`config.mk`:
```
export PLATFORM = sky130hd
export DESIGN_NAME = vga_write_scheduler
export DESIGN_NICKNAME = d
export VERILOG_FILES = /design/src/rtl/vga_write_scheduler.sv
export SDC_FILE = /design/constraint.sdc
export NUM_CORES = 1
export LEC_CHECK = 0
export ABC_AREA = 1
export CAP_MARGIN = 10
export CORE_MARGIN = 10
export CORE_UTILIZATION = 45
export CTS_BUF_LIST = sky130_fd_sc_hd__clkbuf_4 sky130_fd_sc_hd__clkbuf_8 sky130_fd_sc_hd__clkbuf_16
export DETAILED_ROUTE_END_ITERATION = 6
export DONT_BUFFER_PORTS = 1
export SLEW_MARGIN = 20
export SYNTH_ARGS = -nofsm -noshare
export SYNTH_HDL_FRONTEND = slang
export SYNTH_SLANG_ARGS = --single-unit
```
`constraint.sdc`:
```
create_clock -name HCLK -period 3.5 [get_ports HCLK]
set_clock_uncertainty 0.1 [all_clocks]
set_input_delay 0.525 -clock HCLK [delete_from_list [all_inputs] [get_ports HCLK]]
set_output_delay 0.525 -clock HCLK [all_outputs]
set_load 0.02 [all_outputs]
```
`src/rtl/vga_write_scheduler.sv`:
```
// Write scheduler for the VGA console and image buffers: bus writes are queued in a FIFO
// and drained in arrival order. Console writes wait out scrolling and are followed by a guard gap.
module vga_write_scheduler #(
    parameter int DEPTH      = 8,
    parameter int ADDR_W     = 14,
    parameter int GAP_CYCLES = 2
) (
    input  logic                     HCLK,
    input  logic                     HRESET,
    input  logic                     wr_valid,
    output logic                     wr_ready,
    input  logic                     wr_is_image,
    input  logic [ADDR_W-1:0]        wr_addr,
    input  logic [7:0]               wr_data,
    input  logic                     scroll,
    output logic                     console_we,
    output logic [7:0]               console_wdata,
    output logic                     image_we,
    output logic [ADDR_W-1:0]        image_addr,
    output logic [7:0]               image_wdata,
    output logic [$clog2(DEPTH):0]   fifo_level,
    output logic                     busy
);

    localparam int PTR_W = $clog2(DEPTH);
    localparam int LVL_W = PTR_W + 1;
    localparam int ENT_W = ADDR_W + 9;

    typedef enum logic [1:0] {IDLE, WAIT_SCROLL, GAP} state_t;

    state_t              state_q, state_d;
    logic [3:0]          gap_q, gap_d;
    logic [PTR_W-1:0]    wr_ptr_q, wr_ptr_d;
    logic [PTR_W-1:0]    rd_ptr_q, rd_ptr_d;
    logic [LVL_W-1:0]    level_q, level_d;
    logic                console_we_q, console_we_d;
    logic [7:0]          console_wdata_q, console_wdata_d;
    logic                image_we_q, image_we_d;
    logic [ADDR_W-1:0]   image_addr_q, image_addr_d;
    logic [7:0]          image_wdata_q, image_wdata_d;

    logic [ENT_W-1:0]    mem_q [DEPTH];
    logic [ENT_W-1:0]    head;
    logic                head_is_image;
    logic [ADDR_W-1:0]   head_addr;
    logic [7:0]          head_data;
    logic                push;
    logic                pop;
    logic                fifo_empty;

    // Ready looks only at the registered level, so a full FIFO never accepts, even on a pop.
    assign wr_ready      = !HRESET && (level_q < LVL_W'(DEPTH));
    assign push          = wr_valid && wr_ready;
    assign fifo_empty    = (level_q == '0);
    assign head          = mem_q[rd_ptr_q];
    assign head_is_image = head[ENT_W-1];
    assign head_addr     = head[ADDR_W+7:8];
    assign head_data     = head[7:0];

    // Storage carries no reset; the pointers and level define which entries are live.
    always_ff @(posedge HCLK) begin
        if (push) begin
            mem_q[wr_ptr_q] <= {wr_is_image, wr_addr, wr_data};
        end
    end

    always_comb begin
        wr_ptr_d = wr_ptr_q;
        rd_ptr_d = rd_ptr_q;
        level_d  = level_q;
        if (push) begin
            wr_ptr_d = wr_ptr_q + PTR_W'(1);
        end
        if (pop) begin
            rd_ptr_d = rd_ptr_q + PTR_W'(1);
        end
        if (push && !pop) begin
            level_d = level_q + LVL_W'(1);
        end else if (!push && pop) begin
            level_d = level_q - LVL_W'(1);
        end
    end

    always_comb begin
        state_d         = state_q;
        gap_d           = gap_q;
        pop             = 1'b0;
        console_we_d    = 1'b0;
        console_wdata_d = 8'h00;
        image_we_d      = 1'b0;
        image_addr_d    = '0;
        image_wdata_d   = 8'h00;
        case (state_q)
            IDLE: begin
                if (!fifo_empty) begin
                    if (head_is_image) begin
                        image_we_d    = 1'b1;
                        image_addr_d  = head_addr;
                        image_wdata_d = head_data;
                        pop           = 1'b1;
                    end else if (!scroll) begin
                        console_we_d    = 1'b1;
                        console_wdata_d = head_data;
                        pop             = 1'b1;
                        gap_d           = 4'(GAP_CYCLES);
                        state_d         = GAP;
                    end else begin
                        state_d = WAIT_SCROLL;
                    end
                end
            end
            WAIT_SCROLL: begin
                if (!scroll) begin
                    console_we_d    = 1'b1;
                    console_wdata_d = head_data;
                    pop             = 1'b1;
                    gap_d           = 4'(GAP_CYCLES);
                    state_d         = GAP;
                end
            end
            GAP: begin
                // IDLE is entered as the count hits zero; the next issue follows from IDLE.
                gap_d = gap_q - 4'd1;
                if (gap_q <= 4'd1) begin
                    gap_d   = 4'd0;
                    state_d = IDLE;
                end
            end
            default: begin
                state_d = IDLE;
                gap_d   = 4'd0;
            end
        endcase
    end

    always_ff @(posedge HCLK or posedge HRESET) begin
        if (HRESET) begin
            state_q         <= IDLE;
            gap_q           <= 4'd0;
            wr_ptr_q        <= '0;
            rd_ptr_q        <= '0;
            level_q         <= '0;
            console_we_q    <= 1'b0;
            console_wdata_q <= 8'h00;
            image_we_q      <= 1'b0;
            image_addr_q    <= '0;
            image_wdata_q   <= 8'h00;
        end else begin
            state_q         <= state_d;
            gap_q           <= gap_d;
            wr_ptr_q        <= wr_ptr_d;
            rd_ptr_q        <= rd_ptr_d;
            level_q         <= level_d;
            console_we_q    <= console_we_d;
            console_wdata_q <= console_wdata_d;
            image_we_q      <= image_we_d;
            image_addr_q    <= image_addr_d;
            image_wdata_q   <= image_wdata_d;
        end
    end

    assign console_we    = console_we_q;
    assign console_wdata = console_wdata_q;
    assign image_we      = image_we_q;
    assign image_addr    = image_addr_q;
    assign image_wdata   = image_wdata_q;
    assign fifo_level    = level_q;
    assign busy          = !fifo_empty || (state_q != IDLE);

endmodule

```
==> out/results.ini, run 1 <==
[sta]
fin_ws_ns = 0.679
max_freq_ghz = 0.355
post-route-period-util_pct = 80.6
report.final.slew_viol_count = 0
period_minus_slack_ns = 2.82
tns_ns = 0
holdWs_ns = -0.0289
tightest_slew_ns = 0.915
hold_viol_final = 48
rsz0062_at_grt = false
setup_viol = 0
maxSlewHeadroom_pct = 38.9

[yosys]
syn_avg_cell_area_um2 = 13.0
syn_area_um2 = 9040
yosysSeqAreaShare_pct = 74.4
synth.net_count = 732
ys_ff_latch = 232
synth_cell_type_count = 30
syn-instance-count = 697
ys_warn_count = 0

[clocking]
cts_buffers = 25
clk_pin_slew_worst_paths_ns = 0.06
h-tree-depth = 1
postCtsSetupRepairBufs = 0
cts.sinks = 232
cts_tree = built
cts_resized = 0
hold_buffers = 27
clk-insertion-delay-late_ns = 0.51
clock_path_buffers = 3
cts_root_buf = clkbuf_16

[worst_setup_path]
startpoint_type = flip-flop
r2r-end = fifo_level[3]
cp_max_fo = 5
cp-endpoint = fifo_level[3]
reg2reg_depth = 13
cp.required_ns = 3.79
r2r_slack_ns = 0.68
path_class = flip-flop to flip-flop
worstReg2RegStart = fifo_level[1]
worstSetupStartpoint = fifo_level[1]
crit_arrival_ns = 3.11
cp-end-kind = flip-flop

[cells_and_area]
stdcell_area_um2 = 10500
drive_above_1_share_pct = 12.5
fill_cells = 1617
multiInputGateArea_um2 = 2020
fin_util_pct = 53.8
nets = 772
final_cells = 1022
area_delta_synth_final_pct = 16.7
regArea_um2 = 6730

[grt]
grt_pass1_vias = 5432
grt_pass1_wl_um = 31400
grt_max_degree = 63
grt_overflow = 0
grt_usage_pct = 15.1
antenna_found_initial = 2

[placement]
post-place-ws_ns = 0.665
placed_area_um2 = 9320
place_congestion = 0.800
dp.cells = 943
io_buffers = 0
hpwl_um = 11600

[power]
ir_drop_mv = 0.403
powerDensity_nw_per_um2 = 854
p_total_mw = 9.00
power_leakage_nw = 3.84

[detailed_routing]
vias_per_cell = 5.37
ant_nets = 0
routedWlPerCell_um = 19.6
drcViolationCount = 0
drt-total-wl_um = 20000
num_vias = 5486
drt_first_pass_iters = 4
drt_iter0_markers = 430

[floorplanning]
pin_count = 65
std_cell_rows = 51
start_util_pct = 46.1
die_w_um = 162
fp.dieH_um = 162
coreArea_um2 = 19600
die_area_um2 = 26100

[status]
status = complete, but fails checks
violations = negative hold slack

[job]
cap_violations = 0

[worst_hold_path]
hp-class = input pin to asynchronous set/reset pin

-- worst max-delay path: stages, from the launching register on --
cell,delay (ns)
dfrtp_1,0.51
nor2_1,0.25
nand3_1,0.10
o21ai_1,0.34
nand2_1,0.17
inv_1,0.08
ha_1,0.14
inv_1,0.10
ha_1,0.34
a21oi_1,0.14
nand2_1,0.07
a21oi_1,0.11
o21ai_0,0.11
xor2_1,0.15
-- power breakdown --
| part | leakage, nW | switching (mW) | internal, mW |
|---|---|---|---|
| clock | 0.438 | 1.03 | 1.77 |
| combinational | 1.12 | 1.77 | 0.781 |
| sequential | 2.28 | 0.335 | 3.32 |
| total | 3.84 | 3.14 | 5.86 |
-- worst min-delay path by stage --
stage / start / end / slack (ns) / cells past startpoint
floorplan: gap_q[3] / gap_q[3] / 0.38 / 2
global placement: gap_q[3] / gap_q[3] / 0.41 / 2
CTS: wr_is_image / mem_q[4][22] / 0.0003 / 0
finish: HRESET / image_addr[10] / -0.03 / 1
detailed placement: gap_q[3] / gap_q[3] / 0.42 / 2
global route: wr_data[0] / mem_q[2][0] / 0.0006 / 0
-- kinds of logic after synthesis --
kind of cell	after synthesis	synth area share [%]
AOI/OAI and AO/OA	166	10.5
xor gates and xnor gates	7	0.678
adders and majority gates	8	1.19
buffers and inverters	66	3.46
DFF	232	74.4
muxes	1	0.125
and+or+nand+nor	217	9.57
-- area by class of cell --
type / instances / share of cell area, %
Tap cell: 265 / 3.15
Inverter: 29 / 1.04
Antenna cell: 2 / 0.0475
Timing Repair Buffer: 50 / 4.32
Clock inverter: 14 / 1.96
Clock buffer: 31 / 6.54
Multi-Input combinational cell: 399 / 19.1
Sequential cell: 232 / 63.8
-- cells in the final DEF (no fill, tap or decap) --
master / n
buf_4: 18
ha_1: 7
edfxtp_1: 184
nand3_4: 1
inv_1: 24
clkinvlp_4: 3
clkinv_2: 6
clkbuf_8: 3
xnor2_1: 2
nor2_1: 120
o211ai_1: 8
nand4_1: 2
o21ai_0: 94
nand3_2: 2
a31oi_2: 1
mux2_2: 1
a21oi_1: 7
bufinv_16: 5
nor2_2: 8
nor3_1: 1
xor2_1: 5
clkbuf_4: 3
dfrtp_2: 1
nand3_1: 12
nand2_1: 70
clkbuf_16: 25
diode_2: 2
a21oi_2: 10
o21ai_4: 1
clkinv_4: 1
dfrtp_1: 47
dlygate4sd3_1: 32
o21ai_1: 9
inv_2: 4
o22ai_1: 36
fa_1: 1
or2_2: 1
-- state kept, by name (all words and copies together) (netlist names) --
name           cells
mem_q            184
image_addr        14
console_wdata      8
image_wdata        8
fifo_level         4
gap_q              4
rd_ptr_q           3
wr_ptr_q           3
state_q            2
console_we         1
image_we           1
-- cell usage after synthesis --
master	number	share of area (%)
nand3_1	12	0.66
o211ai_1	8	0.66
nor2_1	128	5.3
ha_1	7	0.97
clkbuf_1	14	0.58
clkbuf_2	1	0.055
o21ai_1	9	0.50
fa_1	1	0.22
or2_2	1	0.069
buf_2	12	0.66
nand4_1	2	0.14
a21oi_1	7	0.39
inv_1	25	1.0
a31oi_2	1	0.14
buf_4	7	0.58
edfxtp_1	184	61
nand3_2	2	0.22
mux2_2	1	0.12
nand2_1	70	2.9
buf_6	3	0.37
dfrtp_1	48	13
xor2_1	5	0.48
nor3_1	1	0.055
nand3_4	1	0.19
o21ai_0	94	5.2
o22ai_1	36	2.5
xnor2_1	2	0.19
a21oi_2	10	0.97
o21ai_4	1	0.18
inv_2	4	0.17
-- metal layers --
metal  wire (um)  GRT usage (%)
met4         445           4.09
met3        1530           3.99
met1        8610           19.4
met2        9430           24.8
met5           0              0
No activity file was read; power rests on OpenSTA's default activity.
==> run 2, diff against run 1 <==
Clock period 3.5 ns to 2.5 ns, I/O delays scaled along.
==> run 2 against run 1 <==
Against the previous run: the run now ends clean; sequential power is 38% higher; non-clock buffer count is 16 higher; wire length is 0.32% lower; critical path type unchanged; largest power group unchanged.
==> out/results.ini, run 2 (same netlist as run 1, synthesis figures left out) <==
[detailed_routing]
drt-total-wl_um = 20000  ; -0.32%
drt_first_pass_iters = 5  ; +1
drcViolationCount = 0  ; unchanged
drt_iter0_markers = 505  ; +17%
vias_per_cell = 5.34  ; -0.54%
routedWlPerCell_um = 19.3  ; -1.6%
num_vias = 5526  ; +0.73%
ant_nets = 0  ; unchanged

[cells_and_area]
final_cells = 1035  ; +1.3%
largest_register_ffs = 184  ; unchanged
area_delta_synth_final_pct = 17.4
nets = 787  ; +1.9%
stdcell_area_um2 = 10600  ; +0.61%
drive_above_1_share_pct = 15.6  ; +3.2 points
final_cell_mix = 184 x edfxtp_1, 118 x nor2_1, 93 x o21ai_0
layout_commonest_cell = edfxtp_1
regMostFlops = mem_q

[sta]
hold_viol_final = 0  ; -100%
report.final.slew_viol_count = 0  ; unchanged
period_minus_slack_ns = 2.33  ; -0.487 ns
holdWs_ns = 0.0369  ; +0.0657 ns
tightest_slew_ns = 0.915  ; -0.000716 ns
max_freq_ghz = 0.429  ; +21%
fin_ws_ns = 0.167  ; -0.513 ns
maxSlewHeadroom_pct = 39.0  ; +0.12 points
post-route-period-util_pct = 93.3  ; +13 points
setup_viol = 0  ; unchanged
rsz0062_at_grt = false

[floorplanning]
fp.dieH_um = 162  ; unchanged
coreArea_um2 = 19600  ; unchanged
die_w_um = 162  ; unchanged
std_cell_rows = 51  ; unchanged
start_util_pct = 46.1  ; unchanged
pin_count = 65  ; unchanged
die_area_um2 = 26100  ; unchanged

[clocking]
clk_pin_slew_worst_paths_ns = 0.06  ; about the same
h-tree-depth = 1  ; unchanged
cts_buffers = 24  ; -4.0%
cts.sinks = 232  ; unchanged
clock_path_buffers = 3  ; unchanged
cts_tree = built
clk-insertion-delay-late_ns = 0.51  ; about the same
cts_root_buf = clkbuf_16

[grt]
grt_use_met3_pct = 3.69  ; -0.30 points
grt_pass1_wl_um = 31100  ; -0.95%
grt_most_used_layer = met2
grtUsageMet1_pct = 20.2  ; +0.81 points
grt_use_met2_pct = 24.0  ; -0.77 points
grt_usage_pct = 15.1  ; +0.023 points
grt_overflow = 0  ; unchanged
antenna_found_initial = 1  ; -1
grt_max_degree = 91  ; +44%
grt_pass1_vias = 5457  ; +0.46%

[power]
ir_drop_mv = 0.520  ; +29%
power_leakage_nw = 3.90  ; +1.6%
powerDensity_nw_per_um2 = 1170  ; +37%
p_total_mw = 12.4  ; +38%

[worst_setup_path]
crit_arrival_ns = 2.62  ; -0.49 ns
cp-end-kind = flip-flop
max_stage_delay_ns = 0.45  ; -0.06 ns
cp.required_ns = 2.79  ; -1.00 ns
cp_top_family = simple AND/OR/NAND/NOR gates
path_common_cell = nand2_1
cpMaxStageDelayCell = dfrtp_2
path_class = flip-flop to flip-flop
crit_buf_inv = 3  ; +1
cp_max_fo = 6  ; +1
r2r_slack_ns = 0.17  ; -0.51 ns
crit_chain = inv_4 > nand2_1 > nand2_1 > nand2_1 > nand3_2 > nand3_4 > nand2_1 > inv_1 > ha_1 > inv_2 > ha_4 > a21oi_2 > nand2_1 > a21oi_2 > o21ai_1 > xor2_1
startpoint_type = flip-flop

[placement]
post-place-ws_ns = -0.0239  ; -0.689 ns
io_buffers = 0  ; unchanged
dp.cells = 963  ; +2.1%
hpwl_um = 11600  ; +0.29%
place_congestion = 0.785  ; -1.8%
placed_area_um2 = 9490  ; +1.8%

[job]
cap_violations = 0  ; unchanged

[status]
status = finished clean

[worst_hold_path]
hp-class = input pin to flip-flop

run 2: changes by cell type in the layout (fill, tap and decap cells not counted), moves of 3 or more:
cell,delta
clkbuf_4,+6
clkinvlp_4,-3
buf_4,+21
clkinv_2,-4
bufinv_16,-4
dlygate4sd3_1,-6
run 2: cell type report:
type | count | area (um^2)
fill | 1580 | 8980
clock inverter | 4 | 43.8
timing repair buffer | 66 | 573
clock buffer | 39 | 762
antenna | 1 | 2.50
sequential | 232 | 6730
tap | 265 | 332
inverter | 29 | 111
multi-input combinational | 399 | 2050
run 2: metrics by stage:
step | setup TNS [ns] | utilization [%]
finish | 0 | 54.1
detailed placement | -0.0239 | 48.4
CTS | 0 | 53.9
global route | 0 | 54.1
global placement | 0 | 48.4
floorplan | -25.43 | -
run 2: report_power, final:
group          internal [mW]  total [mW]  switching, mW  leakage, nW
Combinational           1.24        3.85           2.60         1.21
Clock                   2.18        3.54           1.36        0.409
Sequential              4.64        5.05          0.408         2.28
Total                   8.06        12.4           4.37         3.90
run 2: what timing repair did:
| item | CTS | global route |
|---|---|---|
| cloned | 0 | 0 |
| gates resized for setup | 1 | 8 |
| pin swaps | 0 | 2 |
| endpoints found under the hold margin | 234 | 0 |
| endpoints found under the setup margin | 1 | 1 |
| buffers inserted | 0 | 2 |
| hold buffers | 26 | 0 |
run 2: layer usage:
metal	up-vias	part of all wire, %	routed length (um)
met5	-	0	0
met4	0	1.8	368
met3	33	7.3	1450
met2	175	48	9480
met1	2719	43	8650
li1	2599	-	-
run 2: worst paths after layout:
path	startpoint	to	cells past startpoint
min reg2reg	gap_q[0]	gap_q[0]	2
min in group asynchronous	HRESET	image_addr[11]	2
min	HRESET	wr_ptr_q[0]	4
max in group asynchronous	HRESET	rd_ptr_q[0]	3
max	rd_ptr_q[0]	fifo_level[3]	16
max reg2reg	rd_ptr_q[0]	fifo_level[3]	16
run 2: worst register-to-register path: stages (launching register included):
cell and delay, ns:
dfrtp_2 0.45, inv_4 0.09, nand2_1 0.06, nand2_1 0.07
nand2_1 0.06, nand3_2 0.10, nand3_4 0.07, nand2_1 0.09
inv_1 0.05, ha_1 0.18, inv_2 0.11, ha_4 0.22
a21oi_2 0.11, nand2_1 0.10, a21oi_2 0.14, o21ai_1 0.09
xor2_1 0.14
==> run 3, diff against run 2 <==
Settings changed: CORE_ASPECT_RATIO set to 1.5, CORE_UTILIZATION 45 to 40.
==> run 3 against run 2 <==
Against the previous run: worst setup slack got worse by 0.041 ns; critical path depth decreased by 3; hold slack got worse by 0.00077 ns; combinational power increased by 2%; die area increased by 11%; utilization decreased by 7.1 points; register-to-register slack got worse by 0.04 ns; design area decreased by 1.1%; wire length increased by 3.9%; maximum frequency decreased by 1.7%; non-clock buffer count increased by 5; sequential share of layout area increased by 0.73 points; critical path type unchanged; largest cell class unchanged; largest power group unchanged.
==> out/results.ini, run 3 (same netlist as run 1, synthesis figures left out) <==
[detailed_routing]
drt_iter0_markers = 323  ; -36%
routedWlPerCell_um = 19.8  ; +3.0%
drt-total-wl_um = 20700  ; +3.9%
num_vias = 5586  ; +1.1%
drcViolationCount = 0  ; unchanged
drt_first_pass_iters = 5  ; unchanged
vias_per_cell = 5.35  ; +0.12%
ant_nets = 0  ; unchanged

[grt]
grt_overflow = 0  ; unchanged
grt_pass1_wl_um = 31800  ; +2.2%
grt_max_degree = 85  ; -6.6%
grt_pass1_vias = 5799  ; +6.3%
antenna_found_initial = 1  ; unchanged
grt_usage_pct = 14.1  ; -1.0 points

[sta]
fin_ws_ns = 0.126  ; -0.0406 ns
maxSlewHeadroom_pct = 42.3  ; +3.3 points
tightest_slew_ns = 0.865  ; -0.0498 ns
post-route-period-util_pct = 95.0  ; +1.6 points
rsz0062_at_grt = false
max_freq_ghz = 0.421  ; -1.7%
hold_viol_final = 0  ; unchanged
period_minus_slack_ns = 2.37  ; +0.0406 ns
setup_viol = 0  ; unchanged
tns_ns = 0  ; unchanged
report.final.slew_viol_count = 0  ; unchanged

[worst_hold_path]
hp-class = input pin to flip-flop
worstHoldPathCells = 4  ; unchanged
hp-start = scroll
whs_endpoint = state_q[0]

[cells_and_area]
largest_register_ffs = 184  ; unchanged
stdcell_area_um2 = 10500  ; -1.1%
regMostFlops = mem_q
fin_util_pct = 47.0  ; -7.1 points
nets = 789  ; +0.25%
drive_above_1_share_pct = 15.2  ; -0.39 points
area_delta_synth_final_pct = 16.0
final_cell_mix = 184 x edfxtp_1, 118 x nor2_1, 93 x o21ai_0
layout_commonest_cell = edfxtp_1
fill_cells = 1949  ; +23%
antenna_cells = 0  ; -1

[clocking]
cts_buffers = 21  ; -13%
clock_path_buffers = 3  ; unchanged
cts_tree = built
cts_root_buf = clkbuf_16
clk_pin_slew_worst_paths_ns = 0.07  ; about the same
cts.sinks = 232  ; unchanged
h-tree-depth = 1  ; unchanged
clk-insertion-delay-late_ns = 0.50  ; about the same

[placement]
post-place-ws_ns = 0.00374  ; +0.0276 ns
placed_area_um2 = 9540  ; +0.59%
place_congestion = 0.830  ; +5.7%
io_buffers = 0  ; unchanged
hpwl_um = 12900  ; +11%

[worst_setup_path]
path_common_cell = nand2_1
reg2reg_depth = 13  ; -3
cp.required_ns = 2.79  ; about the same
r2r_slack_ns = 0.13  ; -0.04 ns
crit_buf_inv = 4  ; +1
cp_top_family = adder cells
max_stage_delay_ns = 0.47  ; +0.02 ns
r2r-end = fifo_level[1]
cp_max_fo = 8  ; +2
cp-end-kind = flip-flop
crit_arrival_ns = 2.66  ; +0.04 ns
path_class = flip-flop to flip-flop
worstReg2RegStart = rd_ptr_q[0]
cpMaxStageDelayCell = dfrtp_2
startpoint_type = flip-flop
crit_chain = inv_4 > nand2_1 > nand2_1 > nand2_1 > nand3_2 > nand3_4 > nand2_1 > inv_1 > ha_1 > inv_2 > buf_4 > fa_1 > mux2_2

[power]
power_leakage_nw = 3.83  ; -1.8%
ir_drop_mv = 0.719  ; +38%
p_total_mw = 11.9  ; -3.9%
powerDensity_nw_per_um2 = 1140  ; -2.8%

[floorplanning]
die_w_um = 143  ; -12%
fp.dieH_um = 204  ; +26%
pin_count = 65  ; unchanged
std_cell_rows = 67  ; +31%
coreArea_um2 = 22300  ; +14%
start_util_pct = 40.5  ; -5.6 points
die_area_um2 = 29100  ; +11%

[status]
status = finished clean

[job]
cap_violations = 0  ; unchanged

## run 3: cell types whose count changed in the layout (fill, tap and decap cells not counted), moves of 2 or more
cell	before	now
clkinv_1	1	4
clkinvlp_4	0	3
clkbuf_4	9	7
buf_4	39	44
clkbuf_8	5	0
clkbuf_16	25	21
## run 3: worst max-delay path by stage
stage                        from  depth (start not counted)       endpoint
CTS                   rd_ptr_q[0]                         15  fifo_level[3]
finish                rd_ptr_q[0]                         13  fifo_level[1]
global placement      rd_ptr_q[0]                         16  fifo_level[3]
global route          rd_ptr_q[0]                         16  fifo_level[3]
floorplan           fifo_level[3]                          4    mem_q[0][0]
detailed placement    rd_ptr_q[0]                         16  fifo_level[3]
## run 3: what timing repair did
item / CTS / global route
gates resized for setup: 1 / 6
pin swaps: 0 / 3
endpoints found under the setup margin: 1 / 1
hold buffers: 25 / 0
buffers inserted: 0 / 4
hold endpoints to repair: 211 / 0
## run 3: power breakdown
group          internal (mW)  switching (mW)  total (mW)
logic                   1.29            2.63        3.92
registers               4.64           0.416        5.06
clock network           1.64            1.33        2.97
total                   7.57            4.37        11.9
## run 3: metal layers
layer / vias up / wire length [um] / share of wire [%] / global-route usage [%]
met2: 171 / 11400 / 55 / 26.9
li1: 2591 / - / - / -
met4: 2 / 420 / 2.0 / 4.66
met3: 33 / 1120 / 5.4 / 2.58
met1: 2789 / 7800 / 38 / 15.0
met5: - / 13 / 0.063 / 0
## run 3: final cells by class
class | instances | area [um^2] | share of cell area (%)
Clock buffer | 28 | 578 | 5.51
Clock inverter | 10 | 60.1 | 0.573
Inverter | 29 | 111 | 1.06
Multi-Input combinational cell | 399 | 2040 | 19.5
Sequential cell | 232 | 6730 | 64.2
Tap cell | 276 | 345 | 3.29
Timing Repair Buffer | 71 | 621 | 5.92
## run 3: through the flow
stage | instances | hold WS, ns
2_1_floorplan | 697 | 0.374
3_3_place_gp | 978 | 0.267
3_5_place_dp | 978 | 0.285
4_1_cts | 1041 | 0.0212
5_1_grt | 1045 | 0.0607
6_report | 1045 | 0.0361
## run 3: worst register-to-register path, cell delays in order (launching register included)
cell and delay, ns:
dfrtp_2 0.47, inv_4 0.11, nand2_1 0.07, nand2_1 0.06
nand2_1 0.06, nand3_2 0.11, nand3_4 0.07, nand2_1 0.08
inv_1 0.04, ha_1 0.18, inv_2 0.09, buf_4 0.13
fa_1 0.42, mux2_2 0.28
